## src/rtl/pdec_updt_pm_lx.sv

```systemverilog
// List-decoder PM update: per path, LLR penalties accumulate over beats into 4 candidate PMs, registered 1 clk after the last beat.
// No backpressure (beats always accepted); optional PDEC_UPM_MINNORM_EN adds a min-cand0 normalisation cycle before upm2ctrl_upm_done.
module pdec_updt_pm_lx #(
  parameter int WID_PM   = 10,
  parameter int WID_INN  = 10,
  parameter int NUM_PATH = 8,
  parameter int NUM_LLR  = 4
) (
  input  logic                                clk,
  input  logic                                rst_n,
  output logic                                pdec_clk_en3,
  input  logic [2:0]                          cur_jump_type,
  input  logic [2*NUM_PATH-1:0]               path_valid,
  input  logic [1:0]                          ctrl2upm_pm_src_ind,
  output logic                                upm2ctrl_upm_done,
  input  logic [NUM_PATH-1:0]                 ulr2upm_llr_st,
  input  logic [NUM_PATH-1:0]                 ulr2upm_llr_en,
  input  logic [NUM_PATH-1:0]                 ulr2upm_llr_last,
  input  logic [WID_INN*NUM_LLR*NUM_PATH-1:0] ulr2upm_llr_data,
  output logic [2*4*NUM_PATH-1:0]             upm2uph_bit_val,
  output logic [WID_PM*4*NUM_PATH-1:0]        upm2srt_pm_val,
  input  logic [WID_PM*NUM_PATH-1:0]          srt2upm_pm_val
);

  localparam int SW = ((WID_PM > WID_INN) ? WID_PM : WID_INN) + $clog2(NUM_LLR) + 2;
  localparam logic [WID_PM-1:0] PM_MAX = {WID_PM{1'b1}};

  typedef enum logic [1:0] {S_IDLE, S_ACC, S_FIN} state_e;
  typedef enum logic [1:0] {T_FRZ, T_REP, T_INF, T_NRM} ntype_e;

  state_e            state_q [NUM_PATH];
  state_e            state_d [NUM_PATH];
  ntype_e            ntype_q [NUM_PATH];
  ntype_e            ntype_d [NUM_PATH];
  logic [WID_PM-1:0] acc_q   [NUM_PATH][4];
  logic [WID_PM-1:0] acc_d   [NUM_PATH][4];
  logic [WID_PM-1:0] pm_q    [NUM_PATH][4];
  logic [WID_PM-1:0] pm_d    [NUM_PATH][4];
  logic [1:0]        bit_q   [NUM_PATH][4];
  logic [1:0]        bit_d   [NUM_PATH][4];
  logic [SW-1:0]     psum    [NUM_PATH][4];
  logic [WID_PM-1:0] base_pm [NUM_PATH];
  logic [NUM_PATH-1:0] mask_q, mask_d;
  logic done_q, done_d;
  logic norm_q;
`ifdef PDEC_UPM_MINNORM_EN
  logic norm_d;
  logic [WID_PM-1:0] min_pm;
`endif

  function automatic ntype_e map_type(input logic [2:0] t);
    case (t)
      3'd0:    map_type = T_FRZ;
      3'd1:    map_type = T_REP;
      3'd2:    map_type = T_INF;
      default: map_type = T_NRM;
    endcase
  endfunction

  // The most negative LLR negates onto itself; read unsigned it is exactly 2^(WID_INN-1).
  function automatic logic [SW-1:0] pen(input logic [WID_INN-1:0] x, input logic b);
    logic [WID_INN-1:0] mag;
    mag = x[WID_INN-1] ? (~x + WID_INN'(1)) : x;
    pen = (x[WID_INN-1] != b) ? SW'(mag) : '0;
  endfunction

  function automatic logic [WID_PM-1:0] sat_add(input logic [WID_PM-1:0] a, input logic [SW-1:0] p);
    logic [SW-1:0] s;
    s = SW'(a) + p;
    sat_add = (s > SW'(PM_MAX)) ? PM_MAX : s[WID_PM-1:0];
  endfunction

  function automatic logic cand_unused(input ntype_e t, input int k);
    case (t)
      T_FRZ:   cand_unused = (k != 0);
      T_INF:   cand_unused = 1'b0;
      default: cand_unused = (k >= 2);
    endcase
  endfunction

  function automatic logic [1:0] cand_bits(input ntype_e t, input int k);
    case (t)
      T_REP:   cand_bits = (k == 1) ? 2'b11 : 2'b00;
      T_INF:   cand_bits = 2'(k);
      T_NRM:   cand_bits = (k == 1) ? 2'b01 : 2'b00;
      default: cand_bits = 2'b00;
    endcase
  endfunction

  always_comb begin
    for (int p = 0; p < NUM_PATH; p++) begin
      case (ctrl2upm_pm_src_ind)
        2'd1:    base_pm[p] = pm_q[p][0];
        2'd2:    base_pm[p] = srt2upm_pm_val[p*WID_PM +: WID_PM];
        default: base_pm[p] = '0;
      endcase
    end
  end

  // Per-beat penalty of each candidate hypothesis; frozen only consumes cand0.
  always_comb begin
    for (int p = 0; p < NUM_PATH; p++) begin
      for (int k = 0; k < 4; k++) psum[p][k] = '0;
      case (ntype_q[p])
        T_FRZ, T_REP: begin
          for (int j = 0; j < NUM_LLR; j++) begin
            psum[p][0] = psum[p][0] + pen(ulr2upm_llr_data[(p*NUM_LLR+j)*WID_INN +: WID_INN], 1'b0);
            psum[p][1] = psum[p][1] + pen(ulr2upm_llr_data[(p*NUM_LLR+j)*WID_INN +: WID_INN], 1'b1);
          end
        end
        T_INF: begin
          for (int k = 0; k < 4; k++)
            psum[p][k] = pen(ulr2upm_llr_data[(p*NUM_LLR)*WID_INN +: WID_INN], 1'(k))
                       + pen(ulr2upm_llr_data[(p*NUM_LLR+1)*WID_INN +: WID_INN], 1'(k >> 1));
        end
        default: begin
          psum[p][0] = pen(ulr2upm_llr_data[(p*NUM_LLR)*WID_INN +: WID_INN], 1'b0);
          psum[p][1] = pen(ulr2upm_llr_data[(p*NUM_LLR)*WID_INN +: WID_INN], 1'b1);
        end
      endcase
    end
  end

`ifdef PDEC_UPM_MINNORM_EN
  always_comb begin
    min_pm = PM_MAX;
    for (int p = 0; p < NUM_PATH; p++)
      if (path_valid[2*p +: 2] == 2'b01 && pm_q[p][0] < min_pm) min_pm = pm_q[p][0];
  end
`endif

  // Outputs are captured on the edge entering FIN, so they are visible during FIN together with done.
  always_comb begin
    mask_d = mask_q;
    for (int p = 0; p < NUM_PATH; p++) begin
      state_d[p] = state_q[p];
      ntype_d[p] = ntype_q[p];
      for (int k = 0; k < 4; k++) begin
        acc_d[p][k] = acc_q[p][k];
        bit_d[p][k] = bit_q[p][k];
        pm_d[p][k]  = pm_q[p][k];
`ifdef PDEC_UPM_MINNORM_EN
        if (norm_q && path_valid[2*p +: 2] == 2'b01 && pm_q[p][k] != PM_MAX)
          pm_d[p][k] = (pm_q[p][k] > min_pm) ? pm_q[p][k] - min_pm : '0;
`endif
      end
      if (ulr2upm_llr_st[p]) begin
        state_d[p] = S_ACC;
        ntype_d[p] = map_type(cur_jump_type);
        mask_d[p]  = 1'b1;
        for (int k = 0; k < 4; k++) acc_d[p][k] = base_pm[p];
      end else if (state_q[p] == S_ACC && ulr2upm_llr_en[p]) begin
        for (int k = 0; k < 4; k++)
          if (path_valid[2*p] || ntype_q[p] == T_FRZ) acc_d[p][k] = sat_add(acc_q[p][k], psum[p][k]);
        if (ulr2upm_llr_last[p] || ntype_q[p] == T_INF || ntype_q[p] == T_NRM) begin
          state_d[p] = S_FIN;
          mask_d[p]  = 1'b0;
          for (int k = 0; k < 4; k++) begin
            if (path_valid[2*p +: 2] == 2'b11) begin
              pm_d[p][k]  = PM_MAX;
              bit_d[p][k] = 2'b00;
            end else begin
              pm_d[p][k]  = cand_unused(ntype_q[p], k) ? PM_MAX : acc_d[p][k];
              bit_d[p][k] = cand_bits(ntype_q[p], k);
            end
          end
        end
      end else if (state_q[p] == S_FIN) begin
        state_d[p] = S_IDLE;
      end
    end
  end

  always_comb begin
`ifdef PDEC_UPM_MINNORM_EN
    norm_d = (|mask_q) && !(|mask_d);
    done_d = norm_q;
`else
    done_d = (|mask_q) && !(|mask_d);
`endif
  end

`ifndef PDEC_UPM_MINNORM_EN
  assign norm_q = 1'b0;
`endif

  always_ff @(posedge clk or negedge rst_n) begin
    if (!rst_n) begin
      mask_q <= '0;
      done_q <= 1'b0;
`ifdef PDEC_UPM_MINNORM_EN
      norm_q <= 1'b0;
`endif
      for (int p = 0; p < NUM_PATH; p++) begin
        state_q[p] <= S_IDLE;
        ntype_q[p] <= T_NRM;
        for (int k = 0; k < 4; k++) begin
          acc_q[p][k] <= '0;
          pm_q[p][k]  <= '0;
          bit_q[p][k] <= '0;
        end
      end
    end else begin
      mask_q <= mask_d;
      done_q <= done_d;
`ifdef PDEC_UPM_MINNORM_EN
      norm_q <= norm_d;
`endif
      for (int p = 0; p < NUM_PATH; p++) begin
        state_q[p] <= state_d[p];
        ntype_q[p] <= ntype_d[p];
        for (int k = 0; k < 4; k++) begin
          acc_q[p][k] <= acc_d[p][k];
          pm_q[p][k]  <= pm_d[p][k];
          bit_q[p][k] <= bit_d[p][k];
        end
      end
    end
  end

  always_comb begin
    for (int p = 0; p < NUM_PATH; p++) begin
      for (int k = 0; k < 4; k++) begin
        upm2srt_pm_val[(p*4+k)*WID_PM +: WID_PM] = pm_q[p][k];
        upm2uph_bit_val[(p*4+k)*2 +: 2]          = bit_q[p][k];
      end
    end
  end

  assign upm2ctrl_upm_done = done_q;
  assign pdec_clk_en3      = (|ulr2upm_llr_st) | (|mask_q) | norm_q;

endmodule

```

## config.mk

```make
export PLATFORM = sky130hd
export DESIGN_NAME = pdec_updt_pm_lx
export DESIGN_NICKNAME = d
export VERILOG_FILES = /design/src/rtl/pdec_updt_pm_lx.sv
export SDC_FILE = /design/constraint.sdc
export NUM_CORES = 2
export LEC_CHECK = 0
export ABC_AREA = 1
export CAP_MARGIN = 15
export CORE_MARGIN = 2
export CORE_UTILIZATION = 30
export CTS_CLUSTER_DIAMETER = 80
export DETAILED_ROUTE_END_ITERATION = 7
export GPL_TIMING_DRIVEN = 1
export PLACE_DENSITY = 0.59
export SYNTH_ARGS = -nofsm -noshare
export SYNTH_HDL_FRONTEND = slang
export SYNTH_SLANG_ARGS = --single-unit
```

## constraint.sdc

```tcl
create_clock -name clk -period 11 [get_ports clk]
set_input_delay 2.2 -clock clk [delete_from_list [all_inputs] [get_ports clk]]
set_output_delay 2.2 -clock clk [all_outputs]
set_load 0.01 [all_outputs]
```

==> results.sh <==
export IMPL_cp_max_fo=18
export IMPL_netlist_area_um2=79300
export IMPL_port_buffers=808
export IMPL_outcome="finished, violations left"
export IMPL_clk_pin_slew_ns=0.06
export IMPL_relSlewSlack_pct=22.2
export IMPL_fillers=28144
export IMPL_drt_pass1_iterations=8
export IMPL_first_global_vias=76148
export IMPL_overflow=0
export IMPL_fmax_mhz=122
export IMPL_antenna_found_initial=22
export IMPL_cts_sinks=705
export IMPL_drt_total_wl_mm=324
export IMPL_gp_congestion=0.996
export IMPL_p_per_area_nw_per_um2=185
export IMPL_fin_skew_ns=0.0591
export IMPL_maxSlewViolCount=0
export IMPL_drt_iter0_markers=6021
export IMPL_area_delta_synth_final_pct=19.4
export IMPL_layout_drive_gt1_share_pct=5.40
export IMPL_synth_edf_count=0
export IMPL_dieArea_um2=268000
export IMPL_p_leak_uw=0.0458
export IMPL_setup_violations=0
export IMPL_synthCells=11532
export IMPL_endpoint_kind="flop"
export IMPL_cts_setup_buffers=0
export IMPL_hold_ws_ns=0.485
export IMPL_critPathLaunchType="input pin"
export IMPL_cts_tree="done"
export IMPL_ir_drop_mv=0.135
export IMPL_dr_total_vias=80050
export IMPL_cts_resized=0
export IMPL_grt_busiest_layer="met2"
export IMPL_avgSynthCellArea_um2=6.87
export IMPL_gr_usage_met1_pct=31.1
export IMPL_synth_seq_cells=705
export IMPL_violations="design-rule violations"
export IMPL_rsz0062_at_grt="no"
export IMPL_grt_pass1_wl_mm=483
export IMPL_seq_area_frac_synth_pct=22.3
export IMPL_grt_start_max_net_pins=128
export IMPL_h_tree_depth=3
export IMPL_crit_arrival_ns=8.82
export IMPL_period_share_pct=74.6
export IMPL_clk_latency_ns=0.76
export IMPL_chipWidth_um=518
export IMPL_mostFrequentLayoutCell="nand2_1"
export IMPL_dpl_hpwl_mm=260
export IMPL_final_nets=13669
export IMPL_min_from="upm2uph_bit_val[19]"
export IMPL_crit_start="ulr2upm_llr_data[209]"
export IMPL_r2r_start="ntype_q[1]"
export IMPL_core_area_um2=263000
export IMPL_num_rows=188
export IMPL_ios=833
export IMPL_critPathRequiredTime_ns=11.61
export IMPL_drc_errors=2
export IMPL_ys_flop_type="dfrtp_1"
export IMPL_period_minus_slack_ns=8.20
export IMPL_worstSetupPathType="in2reg"
export IMPL_wire_per_inst_um=20.5
export IMPL_routed_via_density=5.07
export IMPL_cts_root_buf="clkbuf_16"
export IMPL_min_path_type="reg2reg"
export IMPL_die_h_um=518
export IMPL_cap_viol_max_count=0
export IMPL_holdBufCountCts=0
export IMPL_grt_usage_pct=23.3
export IMPL_worst_pin_slew_ns=1.16
export IMPL_final_setup_tns_ns=0
export IMPL_async_reset_ff_share_pct=100
export IMPL_tritoncts_num_buffers=100
export IMPL_grtUsageMet3_pct=3.22
export IMPL_yosys_warnings=0
export IMPL_finalHoldViolCount=0
export IMPL_detail_route_antenna_nets=0
export IMPL_synth_distinct_cells=67
export IMPL_met2_usage_pct=37.5
export IMPL_cts_buffer_depth=3
export IMPL_start_util_pct=30.2
export IMPL_layout_common_cells="nand2_1 (1,856), inv_1 (1,572), a21oi_1 (1,515)"
-- kinds of logic after synthesis --
kind of cell	after synthesis	share of synthesized area, %
AND/OR/NAND/NOR	4641	25.2
AO/OA/AOI/OAI	2684	18.9
buffers and inverters	1977	9.63
adder cells (fa/ha/maj)	1035	18.5
flip-flops	705	22.3
XOR/XNOR	489	5.41
other	1	0.00473
-- final timing paths --
path                                        to  cells after the start  slack (ns)
max in group asynchronous  upm2srt_pm_val[218]                      3        7.26
max                        upm2srt_pm_val[208]                     26        2.80
min in group asynchronous           acc_q[173]                      1        1.50
min                        upm2uph_bit_val[19]                      2        0.48
min reg2reg                upm2uph_bit_val[19]                      2        0.48
max reg2reg                upm2srt_pm_val[295]                     22        5.02
-- critical path, cell delays in order --
cell             delay [ns]
clkdlybuf4s50_1        0.82
o21ai_0                0.18
a21oi_1                0.43
ha_1                   0.36
a21oi_1                0.22
nand2_1                0.09
xor2_1                 0.20
fa_1                   0.55
inv_1                  0.04
ha_1                   0.35
nand2_1                0.06
o21ai_0                0.39
a21oi_1                0.12
o21ai_0                0.22
xor2_1                 0.17
nand2_1                0.06
o21ai_0                0.08
a21oi_1                0.13
ha_1                   0.37
inv_1                  0.08
o311ai_0               0.50
a31oi_1                0.23
a21boi_2               0.52
nand3b_1               0.22
nand2_1                0.15
a22oi_1                0.08
-- metrics by stage --
| step | cells | setup slack (ns) | instance area, um2 | util, % | total power [uW] |
|---|---|---|---|---|---|
| floorplan | 11555 | 3.63 | 79400 | - | 10400 |
| global placement | 15600 | 2.17 | 91000 | 34.7 | 13900 |
| detailed placement | 15600 | 2.15 | 91000 | 34.7 | 13900 |
| CTS | 15788 | 2.97 | 94600 | 36.0 | 17600 |
| global route | 15796 | 2.16 | 94600 | 36.0 | 18900 |
| finish | 15799 | 2.80 | 94600 | 36.0 | 17500 |
-- synth_stat cells, types with 41 or more instances --
master       n  share of area, %
a21oi_1   1515               9.6
nand3b_1    57              0.54
xnor2_1    144               1.6
o21bai_1    66              0.63
inv_1     1574               7.5
dfrtp_1    689                22
xor2_1     344               3.8
fa_1       232               5.9
buf_4       41              0.39
o211ai_1    92              0.87
or2_2      242               1.9
nand3_1    640               4.0
nand4_1     81              0.64
a22oi_1     47              0.45
nor2_1    1444               6.8
ha_1       803                13
o21ai_0    605               3.8
nor3_1     212               1.3
nand2_1   1856               8.8
a221oi_1    64              0.71
clkbuf_1   256               1.2
-- report_power, final --
| group | leakage, uW | switching (uW) | internal, uW | total [uW] |
|---|---|---|---|---|
| clock network | 0.00174 | 1460 | 2080 | 3540 |
| registers | 0.00765 | 779 | 3360 | 4130 |
| logic | 0.0364 | 5960 | 3900 | 9860 |
-- registers in the layout, summed over array words and instances (netlist names) --
signal             cells
acc_q                320
ntype_q               16
upm2uph_bit_val       24
mask_q                 8
upm2ctrl_upm_done      1
state_q               16
upm2srt_pm_val       320
-- routing by layer --
metal	share of wire [%]	vias up	wire length, um
li1	-	39525	-
met2	45	2310	145000
met3	5.8	416	18700
met4	5.1	12	16400
met5	0.025	-	80
met1	44	37787	143000
-- area by class of cell --
type / instances / area [um2] / area share, %
multi-input combinational: 8873 / 54100 / 57.2
inverter: 1609 / 6040 / 6.38
clock inverter: 57 / 810 / 0.855
tap: 3515 / 4400 / 4.65
clock buffer: 131 / 2800 / 2.96
timing repair buffer: 898 / 8790 / 9.29
antenna: 11 / 27.5 / 0.0291
sequential: 705 / 17700 / 18.7
Power figures use the tool's default switching activity.
